### src/rtl/led_ctrl.sv
// Memory-mapped LED controller: up to 32 LED bits with per-LED blinking, PWM dimming and readback.
// Optional build macro LED_PWM_EN enables the PWM counter and the CTRL duty field.
module led_ctrl #(
    parameter int LED_W   = 16,
    parameter int PRESC_W = 22
) (
    input  logic             led_clk,
    input  logic             ledrst,
    input  logic             ledcs,
    input  logic             ledwrite,
    input  logic [2:0]       ledaddr,
    input  logic [15:0]      ledwdata,
    output logic [15:0]      ledrdata,
    output logic [LED_W-1:0] ledout
);

    // Bits at or above LED_W are forced to zero on write, so they read 0 and drive nothing.
    localparam logic [31:0] WMASK = (LED_W >= 32) ? 32'hFFFF_FFFF : ((32'd1 << LED_W) - 32'd1);

    logic [31:0]        data, mask;
    logic [7:0]         duty;
    logic               blink_en;
    logic [15:0]        period, blink_cnt;
    logic               phase;
    logic [PRESC_W-1:0] presc;
    logic               tick, pwm_on, wr;

    assign wr   = ledcs & ledwrite;
    assign tick = &presc;

    always_ff @(posedge led_clk or posedge ledrst) begin
        if (ledrst) begin
            data     <= '0;
            mask     <= '0;
            blink_en <= 1'b0;
            period   <= '0;
        end else if (wr) begin
            case (ledaddr)
                3'd0: data[15:0]  <= ledwdata & WMASK[15:0];
                3'd1: data[31:16] <= ledwdata & WMASK[31:16];
                3'd2: mask[15:0]  <= ledwdata & WMASK[15:0];
                3'd3: mask[31:16] <= ledwdata & WMASK[31:16];
                3'd4: blink_en    <= ledwdata[8];
                3'd5: period      <= ledwdata;
                default: ;
            endcase
        end
    end

`ifdef LED_PWM_EN
    logic [7:0] pwm_cnt;

    always_ff @(posedge led_clk or posedge ledrst) begin
        if (ledrst) begin
            duty    <= 8'hFF;
            pwm_cnt <= '0;
        end else begin
            pwm_cnt <= pwm_cnt + 8'd1;
            if (wr && ledaddr == 3'd4) duty <= ledwdata[7:0];
        end
    end

    assign pwm_on = (duty == 8'hFF) | (pwm_cnt < duty);
`else
    assign duty   = 8'hFF;
    assign pwm_on = 1'b1;
`endif

    // A PERIOD write restarts the blink sequence and wins over a same-cycle tick.
    always_ff @(posedge led_clk or posedge ledrst) begin
        if (ledrst) begin
            presc     <= '0;
            blink_cnt <= '0;
            phase     <= 1'b1;
        end else begin
            presc <= presc + PRESC_W'(1);
            if (wr && ledaddr == 3'd5) begin
                blink_cnt <= '0;
                phase     <= 1'b1;
            end else if (tick) begin
                if (blink_cnt == period) begin
                    blink_cnt <= '0;
                    phase     <= ~phase;
                end else begin
                    blink_cnt <= blink_cnt + 16'd1;
                end
            end
        end
    end

    always_ff @(posedge led_clk or posedge ledrst) begin
        if (ledrst) ledout <= '0;
        else ledout <= data[LED_W-1:0]
                     & (~(mask[LED_W-1:0] & {LED_W{blink_en}}) | {LED_W{phase}})
                     & {LED_W{pwm_on}};
    end

    always_comb begin
        ledrdata = '0;
        if (ledcs) begin
            case (ledaddr)
                3'd0: ledrdata = data[15:0];
                3'd1: ledrdata = data[31:16];
                3'd2: ledrdata = mask[15:0];
                3'd3: ledrdata = mask[31:16];
                3'd4: ledrdata = {7'd0, blink_en, duty};
                3'd5: ledrdata = period;
                default: ledrdata = '0;
            endcase
        end
    end

endmodule
### config.mk
export PLATFORM = sky130hd
export DESIGN_NAME = led_ctrl
export DESIGN_NICKNAME = d
export VERILOG_FILES = /design/src/rtl/led_ctrl.sv
export SDC_FILE = /design/constraint.sdc
export NUM_CORES = 1
export LEC_CHECK = 0
export ABC_CLOCK_PERIOD_IN_PS = 5500
export CELL_PAD_IN_SITES_DETAIL_PLACEMENT = 1
export CELL_PAD_IN_SITES_GLOBAL_PLACEMENT = 1
export CORE_ASPECT_RATIO = 1.1
export CORE_MARGIN = 2
export CORE_UTILIZATION = 48
export CTS_CLUSTER_SIZE = 12
export DETAILED_ROUTE_END_ITERATION = 7
export GPL_TIMING_DRIVEN = 0
export PLACE_DENSITY_LB_ADDON = 0.1
export SLEW_MARGIN = 30
export SYNTH_ARGS = -nofsm -noshare
export SYNTH_HDL_FRONTEND = slang
export SYNTH_SLANG_ARGS = --single-unit
### constraint.sdc
create_clock -name led_clk -period 5.5 [get_ports led_clk]
set_input_delay 0.55 -clock led_clk [delete_from_list [all_inputs] [get_ports led_clk]]
set_output_delay 0.55 -clock led_clk [all_outputs]
set_load 0.01 [all_outputs]
### Yosys cells after proc, flatten, opt, wreduce, memory -nomap -nowiden

Index checks and enable logic that the tools add are counted.

| cells by class | value |
|---|---|
| multiplexer cells | 8 |
| bitwise logic cells | 6 |
| eq/ne operators | 4 |
| add/subtract/negate cells | 2 |
| reductions and logical operators | 10 |

Operators by type and width:

| cell | count |
|---|---|
| 2-to-1 mux 16 bit | 4 |
| case mux 16 bit (4 select lines) | 1 |
| AND 16 bit | 2 |
| adder 22 x 1 -> 22 bit, second input constant | 1 |
| AND reduction 22 bit | 1 |
| adder 16 x 1 -> 16 bit, second input constant | 1 |
| == test 16 bit | 1 |
| NOT 16 bit | 1 |
| OR 16 bit | 1 |
| AND reduction 2 bit | 5 |
| == test 3 bit, second input constant | 2 |
| nonzero test 2 bit | 2 |
| == test 3 x 2 -> 1 bit, second input constant | 1 |
| zero test 3 bit | 1 |
| 2-to-1 mux 1 bit | 3 |
| AND 1 bit | 1 |
| logical AND 1 bit | 1 |
| NOT 1 bit | 1 |

| word-level totals | value |
|---|---|
| output and inout bits | 32 |
| bits in registers | 104 |
| bits of input ports | 23 |
| word-level logic and storage cells | 38 |

### Logic depth before layout (Yosys ltp)

Gate-level depths: netlist (run 1).

| depth | value |
|---|---|
| depth after elaboration | 4 |
| depth in mapped cells | 7 |
| gate-level depth less buffers | 6 |

### Least setup slack after synthesis (run 1)

Ideal clock, no wire load.

| path | value |
|---|---|
| kind | input port to output port |
| start point | input port ledaddr[1] |
| end point | output port ledrdata[0] |
| path buffers | 1 |
| stages on the path | 4 |
| setup slack | 3.224 ns |
| arrival time | 1.726 ns |
| cell sequence | clkbuf_1 > nor3b_1 > a21oi_1 > nor2_1 |

| on the way | value |
|---|---|
| longest elaborated chain between the ends | 3 |
| elaborated cells between the ends (all ways) | 6 |

Ends and longest elaborated chain:

| what | RTL line | text |
|---|---|---|
| from (decl) | 11 | `input logic [2:0] ledaddr,` |
| == test 3 bit, or another cell as far along | 101 | `case (ledaddr)` |
| case mux 16 bit (4 select lines) * | 101 |  |
| 2-to-1 mux 16 bit * | 100 | `if (ledcs) begin` |
| to (decl) | 13 | `output logic [15:0] ledrdata,` |

Every way passes the cells marked *; elsewhere a longest branch is shown, timed or not.

### Worst setup path in the final report (run 1)

| path | value |
|---|---|
| start point | input port ledaddr[2] |
| end point | output port ledrdata[6] |

Same word-level chain as after synthesis.

==> flow_metrics.env, run 1 <==
export IMPL_startpoint_type="input port"
export IMPL_setup_tns_ps=0
export IMPL_fin_nets=548
export IMPL_ant_nets=0
export IMPL_cts_setup_buffers=0
export IMPL_ys_flop_type="dfrtp_1"
export IMPL_grt_pass1_vias=4056
export IMPL_clockBufferDepth=2
export IMPL_cp_arrival_ps=3430
export IMPL_fin_ws_ps=1520
export IMPL_h_tree_depth=3
export IMPL_die_area_sq_mm=0.01117
export IMPL_post_place_cells=632
export IMPL_die_width_um=100.9
export IMPL_hold_class="register to register"
export IMPL_cts_root_buf="clkbuf_8"
export IMPL_ys_seq_elements=104
export IMPL_total_power_mw=1.808
export IMPL_grt_first_pass_wirelength_um=21200
export IMPL_grt_remaining_overflow=0
export IMPL_critical_path_max_stage_delay_ps=520
export IMPL_start_util_pct=49.69
export IMPL_antennaDiodeCount=0
export IMPL_finalCritPeriodShare_pct=72.36
export IMPL_antenna_found_initial=0
export IMPL_synthArstFlopShare_pct=100.0
export IMPL_dp_worst_setup_slack_ps=1512
export IMPL_min_path_cells=1
export IMPL_critPathKind="input port to output pin"
export IMPL_drv_cap=0
export IMPL_whs_ps=457.8
export IMPL_layout_common_cells="dfrtp_1 (103), nand2_1 (67), clkdlybuf4s50_1 (53)"
export IMPL_portBuffers=53
export IMPL_grtUsageTotal_pct=24.56
export IMPL_avgSynthCellArea_sq_um=10.83
export IMPL_crit_buf_inv=5
export IMPL_worstRegToRegCells=7
export IMPL_p_leak_nw=2.588
export IMPL_ys_seq_area_share_pct=52.48
export IMPL_cp_cell_sequence="clkdlybuf4s50_1 > clkbuf_1 > nor2_1 > buf_2 > o21ai_1 > clkbuf_1 > nor2_1 > clkdlybuf4s50_1"
export IMPL_numCtsBuffers=9
export IMPL_ios=55
export IMPL_fmax_mhz=251.3
export IMPL_status="completed"
export IMPL_coreArea_sq_mm=0.009985
export IMPL_grt_max_degree=65
export IMPL_cp_depth=8
export IMPL_vias=3783
export IMPL_slew_viol_final=0
export IMPL_synthDistinctLibCells=49
export IMPL_firstDrtPassIters=4
export IMPL_synth_warnings=0
export IMPL_cts_resized=0
export IMPL_crit_family="buffers and inverters"
export IMPL_dieHeight_um=110.6
export IMPL_syn_area_sq_mm=0.004961
export IMPL_period_needed_ps=3980
export IMPL_num_rows=38
export IMPL_vdd_ir_drop_max_v=0.0002027
export IMPL_rsz0062_at_grt="false"
export IMPL_cts_sink_count=104
export IMPL_synth_edf_count=0
export IMPL_wire_per_inst_um=19.77
export IMPL_syn_num_nets=483
export IMPL_syn2layout_area_growth_pct=18.97
export IMPL_finalHoldViolations=0
export IMPL_netlist_instances=458
export IMPL_critical_path_max_fanout=10
export IMPL_path_clk_slew_ps=100
export IMPL_p_per_area_mw_per_mm2=306.4
export IMPL_drtIter0Drc=110
export IMPL_required_ps=4950
export IMPL_setup_viol_count_final=0
export IMPL_end_kind="output pin"
export IMPL_cts_hold_fix_buffers=0
export IMPL_clk_latency_ps=380
export IMPL_worstMarginPinSlew_ps=746.0
export IMPL_dp_hpwl_um=9042
export IMPL_final_common_cell="dfrtp_1"
export IMPL_drt_total_wl_um=12810
export IMPL_layout_drive_gt1_share_pct=15.53
export IMPL_drcViolationCount=0
export IMPL_cts_tree="yes"
export IMPL_slowest_stage="o21ai_1"
export IMPL_stdcell_count=648
export IMPL_finClkSkew_ps=10.08
export IMPL_maxSlewHeadroom_pct=50.03
export IMPL_routed_via_density=5.838
export IMPL_routabilityCongestion=0.7798
## synthesized netlist by cell type (2+ instances only)
cell | count | area (sq um)
dfrtp_1 | 103 | 2577
nand2_1 | 67 | 251.5
mux2_2 | 42 | 473.0
xnor2_1 | 33 | 289.0
nor2_1 | 25 | 93.84
nand3_1 | 18 | 90.09
a21boi_0 | 16 | 120.1
a21oi_1 | 16 | 80.08
o31ai_1 | 13 | 97.59
nand4_1 | 12 | 75.07
clkbuf_1 | 11 | 41.29
a22o_1 | 9 | 78.83
and3_1 | 9 | 56.30
nor2b_1 | 9 | 56.30
o21ai_0 | 9 | 45.04
a22oi_1 | 7 | 52.55
buf_2 | 7 | 35.03
inv_1 | 5 | 18.77
a2bb2oi_1 | 4 | 35.03
and4_1 | 4 | 35.03
and2_1 | 3 | 18.77
nor4_1 | 3 | 18.77
xor2_1 | 3 | 26.28
buf_1 | 2 | 7.510
ha_1 | 2 | 25.02
nor3_1 | 2 | 10.01
o2bb2ai_1 | 2 | 17.52
## power by group
| group | total (mW) | leakage [nW] | switching (mW) | internal (mW) |
|---|---|---|---|---|
| Combinational | 0.331 | 1.17 | 0.147 | 0.184 |
| Sequential | 0.961 | 1.31 | 0.0831 | 0.878 |
| Clock | 0.517 | 0.109 | 0.269 | 0.248 |
## worst register-to-register path: cells and delay by family, from the launching register on
kind,cells,cell delay (ps)
simple gates,2,820
compound gates,2,380
buf+inv,2,530
flops,1,350
xor+xnor,1,170
## registers in the layout, indices dropped and copies added, names as in the netlist
register,cells
period,16
ledout,16
blink_en,1
phase,1
presc,22
blink_cnt,16
mask,16
data,16
## worst paths after layout
path / slack (ps) / end / startpoint
setup / recovery: 1520 / ledrdata[6] / ledaddr[2]
hold / removal: 460 / presc[0] / presc[0]
setup reg to reg: 3160 / blink_cnt[2] / blink_cnt[6]
hold reg to reg: 460 / presc[0] / presc[0]
max in group asynchronous: 4260 / phase / ledrst
min in group asynchronous: 540 / ledout[14] / ledrst
## routing by layer
| metal | wire, um | GRT usage [%] | share of wire (%) | up-vias |
|---|---|---|---|---|
| met5 | 0 | 0 | 0 | - |
| met4 | 174 | 7.207 | 1.4 | 0 |
| met3 | 381 | 4.367 | 3.0 | 13 |
| met2 | 6514 | 39.69 | 51 | 69 |
| met1 | 5737 | 33.76 | 45 | 1953 |
| li1 | - | - | - | 1748 |
## per-stage QoR
stage	utilization, %	cell area, sq um
after CTS	59.11	5902
after detailed placement	56.94	5685
after global routing	59.11	5902
after floorplan	-	4961
after global placement	56.50	5642
final	59.11	5902
## logic make-up after synthesis
family	share of synthesized area (%)
AND/OR/NAND/NOR	17.05
flip-flops	52.48
AO/OA/AOI/OAI	11.50
multiplexers	9.533
XOR/XNOR	6.356
buffers and inverters	2.572
adder cells (fa/ha/maj)	0.5043
## layout make-up
cell class / count / area [sq um]
Buffer: 22 / 108.9
Clock buffer: 12 / 165.2
Clock inverter: 4 / 51.30
Fill cell: 1084 / 4083
Inverter: 5 / 23.77
Multi-Input combinational cell: 327 / 2241
Sequential cell: 104 / 2604
Tap cell: 120 / 150.1
Timing Repair Buffer: 54 / 558.0
Note: power is estimated with default switching activity, not from simulation.
==> run 2: changes to the inputs <==
--- a/config.mk
+++ b/config.mk
@@ -5,12 +5,12 @@
 export SDC_FILE = /design/constraint.sdc
 export NUM_CORES = 1
 export LEC_CHECK = 0
-export ABC_CLOCK_PERIOD_IN_PS = 5500
+export ABC_CLOCK_PERIOD_IN_PS = 4050
 export CELL_PAD_IN_SITES_DETAIL_PLACEMENT = 1
 export CELL_PAD_IN_SITES_GLOBAL_PLACEMENT = 1
 export CORE_ASPECT_RATIO = 1.1
 export CORE_MARGIN = 2
-export CORE_UTILIZATION = 48
+export CORE_UTILIZATION = 45
 export CTS_CLUSTER_SIZE = 12
 export DETAILED_ROUTE_END_ITERATION = 7
 export GPL_TIMING_DRIVEN = 0
==> constraint.sdc (replaced) <==
create_clock -name led_clk -period 4.05 [get_ports led_clk]
set_input_delay 0.405 -clock led_clk [delete_from_list [all_inputs] [get_ports led_clk]]
set_output_delay 0.405 -clock led_clk [all_outputs]
set_load 0.01 [all_outputs]
==> run 2 against run 1 <==
  * Critical path depth unchanged
  * Via count up 0.71%
  * Die area increased by 6.4%
  * Sequential power grew 36%
  * First-iteration DRC count up 6.4%
  * Setup slack got worse by 1200 ps
  * Critical path type unchanged
  * Highest routed layer unchanged
==> flow_metrics.env, run 2 (synthesis results as in run 1) <==
export IMPL_status="completed"
export IMPL_switching_share_pct=25.93
export IMPL_busiest_layer="met2"
export IMPL_cts_tree="yes"
export IMPL_portBuffers=53
export IMPL_cts_resized=0
export IMPL_routabilityCongestion=0.8082
export IMPL_hold_class="register to register"
export IMPL_cts_root_buf="clkbuf_16"
export IMPL_vdd_ir_drop_max_v=0.0002299
export IMPL_cts_sink_count=104
export IMPL_postPlaceCellArea_sq_mm=0.005719
export IMPL_combPwrFrac_pct=16.9
export IMPL_ios=55
export IMPL_rsz0062_at_grt="false"
export IMPL_slew_viol_final=0
export IMPL_slowest_stage="o21ai_1"
export IMPL_syn2layout_area_growth_pct=21.31
export IMPL_die_area_sq_mm=0.01188
export IMPL_finish_utilization_pct=55.67
export IMPL_n_fill_cell=1186
export IMPL_drt_total_wl_um=12760
export IMPL_clockBufferDepth=2
export IMPL_ant_nets=0
export IMPL_grt_first_pass_wirelength_um=21010
export IMPL_cp_arrival_ps=3330
export IMPL_internal_power_mw=1.954
export IMPL_coreArea_sq_mm=0.01081
export IMPL_fin_nets=548
export IMPL_die_width_um=104.1
export IMPL_wire_per_inst_um=18.94
export IMPL_period_needed_ps=3736
export IMPL_final_common_cell="dfrtp_1"
export IMPL_grt_pass1_vias=4033
export IMPL_whs_ps=451.8
export IMPL_critPathKind="input port to output pin"
export IMPL_dp_hpwl_um=8915
export IMPL_cts_hold_fix_buffers=0
export IMPL_numCtsBuffers=9
export IMPL_p_per_area_mw_per_mm2=438.4
export IMPL_worstMarginPinSlew_ps=782.0
export IMPL_h_tree_depth=3
export IMPL_fmax_mhz=267.7
export IMPL_post_place_cells=659
export IMPL_antennaDiodeCount=0
export IMPL_firstDrtPassIters=4
export IMPL_crit_buf_inv=5
export IMPL_grt_met1_usage_pct=30.80
export IMPL_layout_drive_gt1_share_pct=14.99
export IMPL_cp_cell_sequence="clkdlybuf4s50_1 > clkbuf_1 > nor2_1 > buf_2 > o21ai_1 > clkbuf_1 > nor2_1 > clkdlybuf4s50_1"
export IMPL_crit_family="buffers and inverters"
export IMPL_antenna_found_initial=0
export IMPL_finClkSkew_ps=8.251
export IMPL_finalHoldViolations=0
export IMPL_startpoint_type="input port"
export IMPL_largest_reg_flops=22
export IMPL_critical_path_max_fanout=10
export IMPL_setup_tns_ps=0
export IMPL_start_util_pct=45.89
export IMPL_maxSlewHeadroom_pct=47.43
export IMPL_grt_max_degree=54
export IMPL_met2_usage_pct=37.19
export IMPL_drcViolationCount=0
export IMPL_cts_setup_buffers=0
export IMPL_clk_latency_ps=350
export IMPL_critical_path_max_stage_delay_ps=540
export IMPL_final_area_sq_mm=0.006018
export IMPL_routed_via_density=5.653
export IMPL_path_clk_slew_ps=70
export IMPL_grtUsageTotal_pct=22.63
export IMPL_stdcell_count=674
export IMPL_vias=3810
export IMPL_power_share_clock_pct=33.5
export IMPL_setup_viol_count_final=0
export IMPL_largest_register="presc"
export IMPL_p_leak_nw=2.626
export IMPL_end_kind="output pin"
export IMPL_num_rows=40
export IMPL_grt_remaining_overflow=0
export IMPL_drv_cap=0
export IMPL_grt_use_met3_pct=3.187
export IMPL_finalCritPeriodShare_pct=92.24
export IMPL_dieHeight_um=114.1
export IMPL_layout_common_cells="dfrtp_1 (103), nand2_1 (67), clkdlybuf4s50_1 (53)"
export IMPL_drtIter0Drc=117
export IMPL_power_switching_uw=684.3
export IMPL_seq_power_share_pct=49.6
export IMPL_required_ps=3640
[run 2: worst paths after layout]
path	from	endpoint	slack, ps	depth (start not counted)
min in group asynchronous	ledrst	mask[13]	470	2
min reg2reg	presc[0]	presc[0]	450	1
max in group asynchronous	ledrst	blink_cnt[4]	2940	3
max reg2reg	presc[0]	blink_cnt[14]	1770	7
max	ledaddr[2]	ledrdata[7]	310	8
min	presc[0]	presc[0]	450	1
[run 2: layout make-up]
class | instances | area, sq um | share of cell area, %
Clock inverter | 2 | 38.79 | 0.6445
Timing Repair Buffer | 54 | 558.0 | 9.272
Tap cell | 147 | 183.9 | 3.056
Sequential cell | 104 | 2604 | 43.26
Inverter | 5 | 23.77 | 0.3950
Multi-Input combinational cell | 327 | 2241 | 37.23
Buffer | 22 | 108.9 | 1.809
Clock buffer | 13 | 260.3 | 4.324
[run 2: worst reg2reg max path: stages, from the launching register on]
cell	delay, ps
dfrtp_1	370
ha_1	200
nand3_1	220
nor3_4	410
a31o_2	220
clkbuf_1	330
o31ai_1	160
a22o_1	270
[run 2: power groups by stage]
stage	Sequential (mW)	Combinational (mW)	Clock, mW
2_1_floorplan	1.31	0.244	0
3_3_place_gp	1.32	0.434	0
3_5_place_dp	1.32	0.450	0
4_1_cts	1.31	0.454	0.901
5_1_grt	1.33	0.489	0.948
6_report	1.31	0.446	0.885
[run 2: per-stage QoR]
| stage | power, mW | setup WS, ps |
|---|---|---|
| 2_1_floorplan | 1.552 | 914.5 |
| 4_1_cts | 2.662 | 281.3 |
| 3_3_place_gp | 1.750 | -740.6 |
| 6_report | 2.639 | 314.2 |
| 5_1_grt | 2.763 | 133.5 |
| 3_5_place_dp | 1.775 | 301.8 |
[run 2: layer usage]
metal	up-vias	part of all wire, %
met5	-	0
met4	0	1.6
met2	70	49
met1	1976	46
li1	1750	-
met3	14	2.9
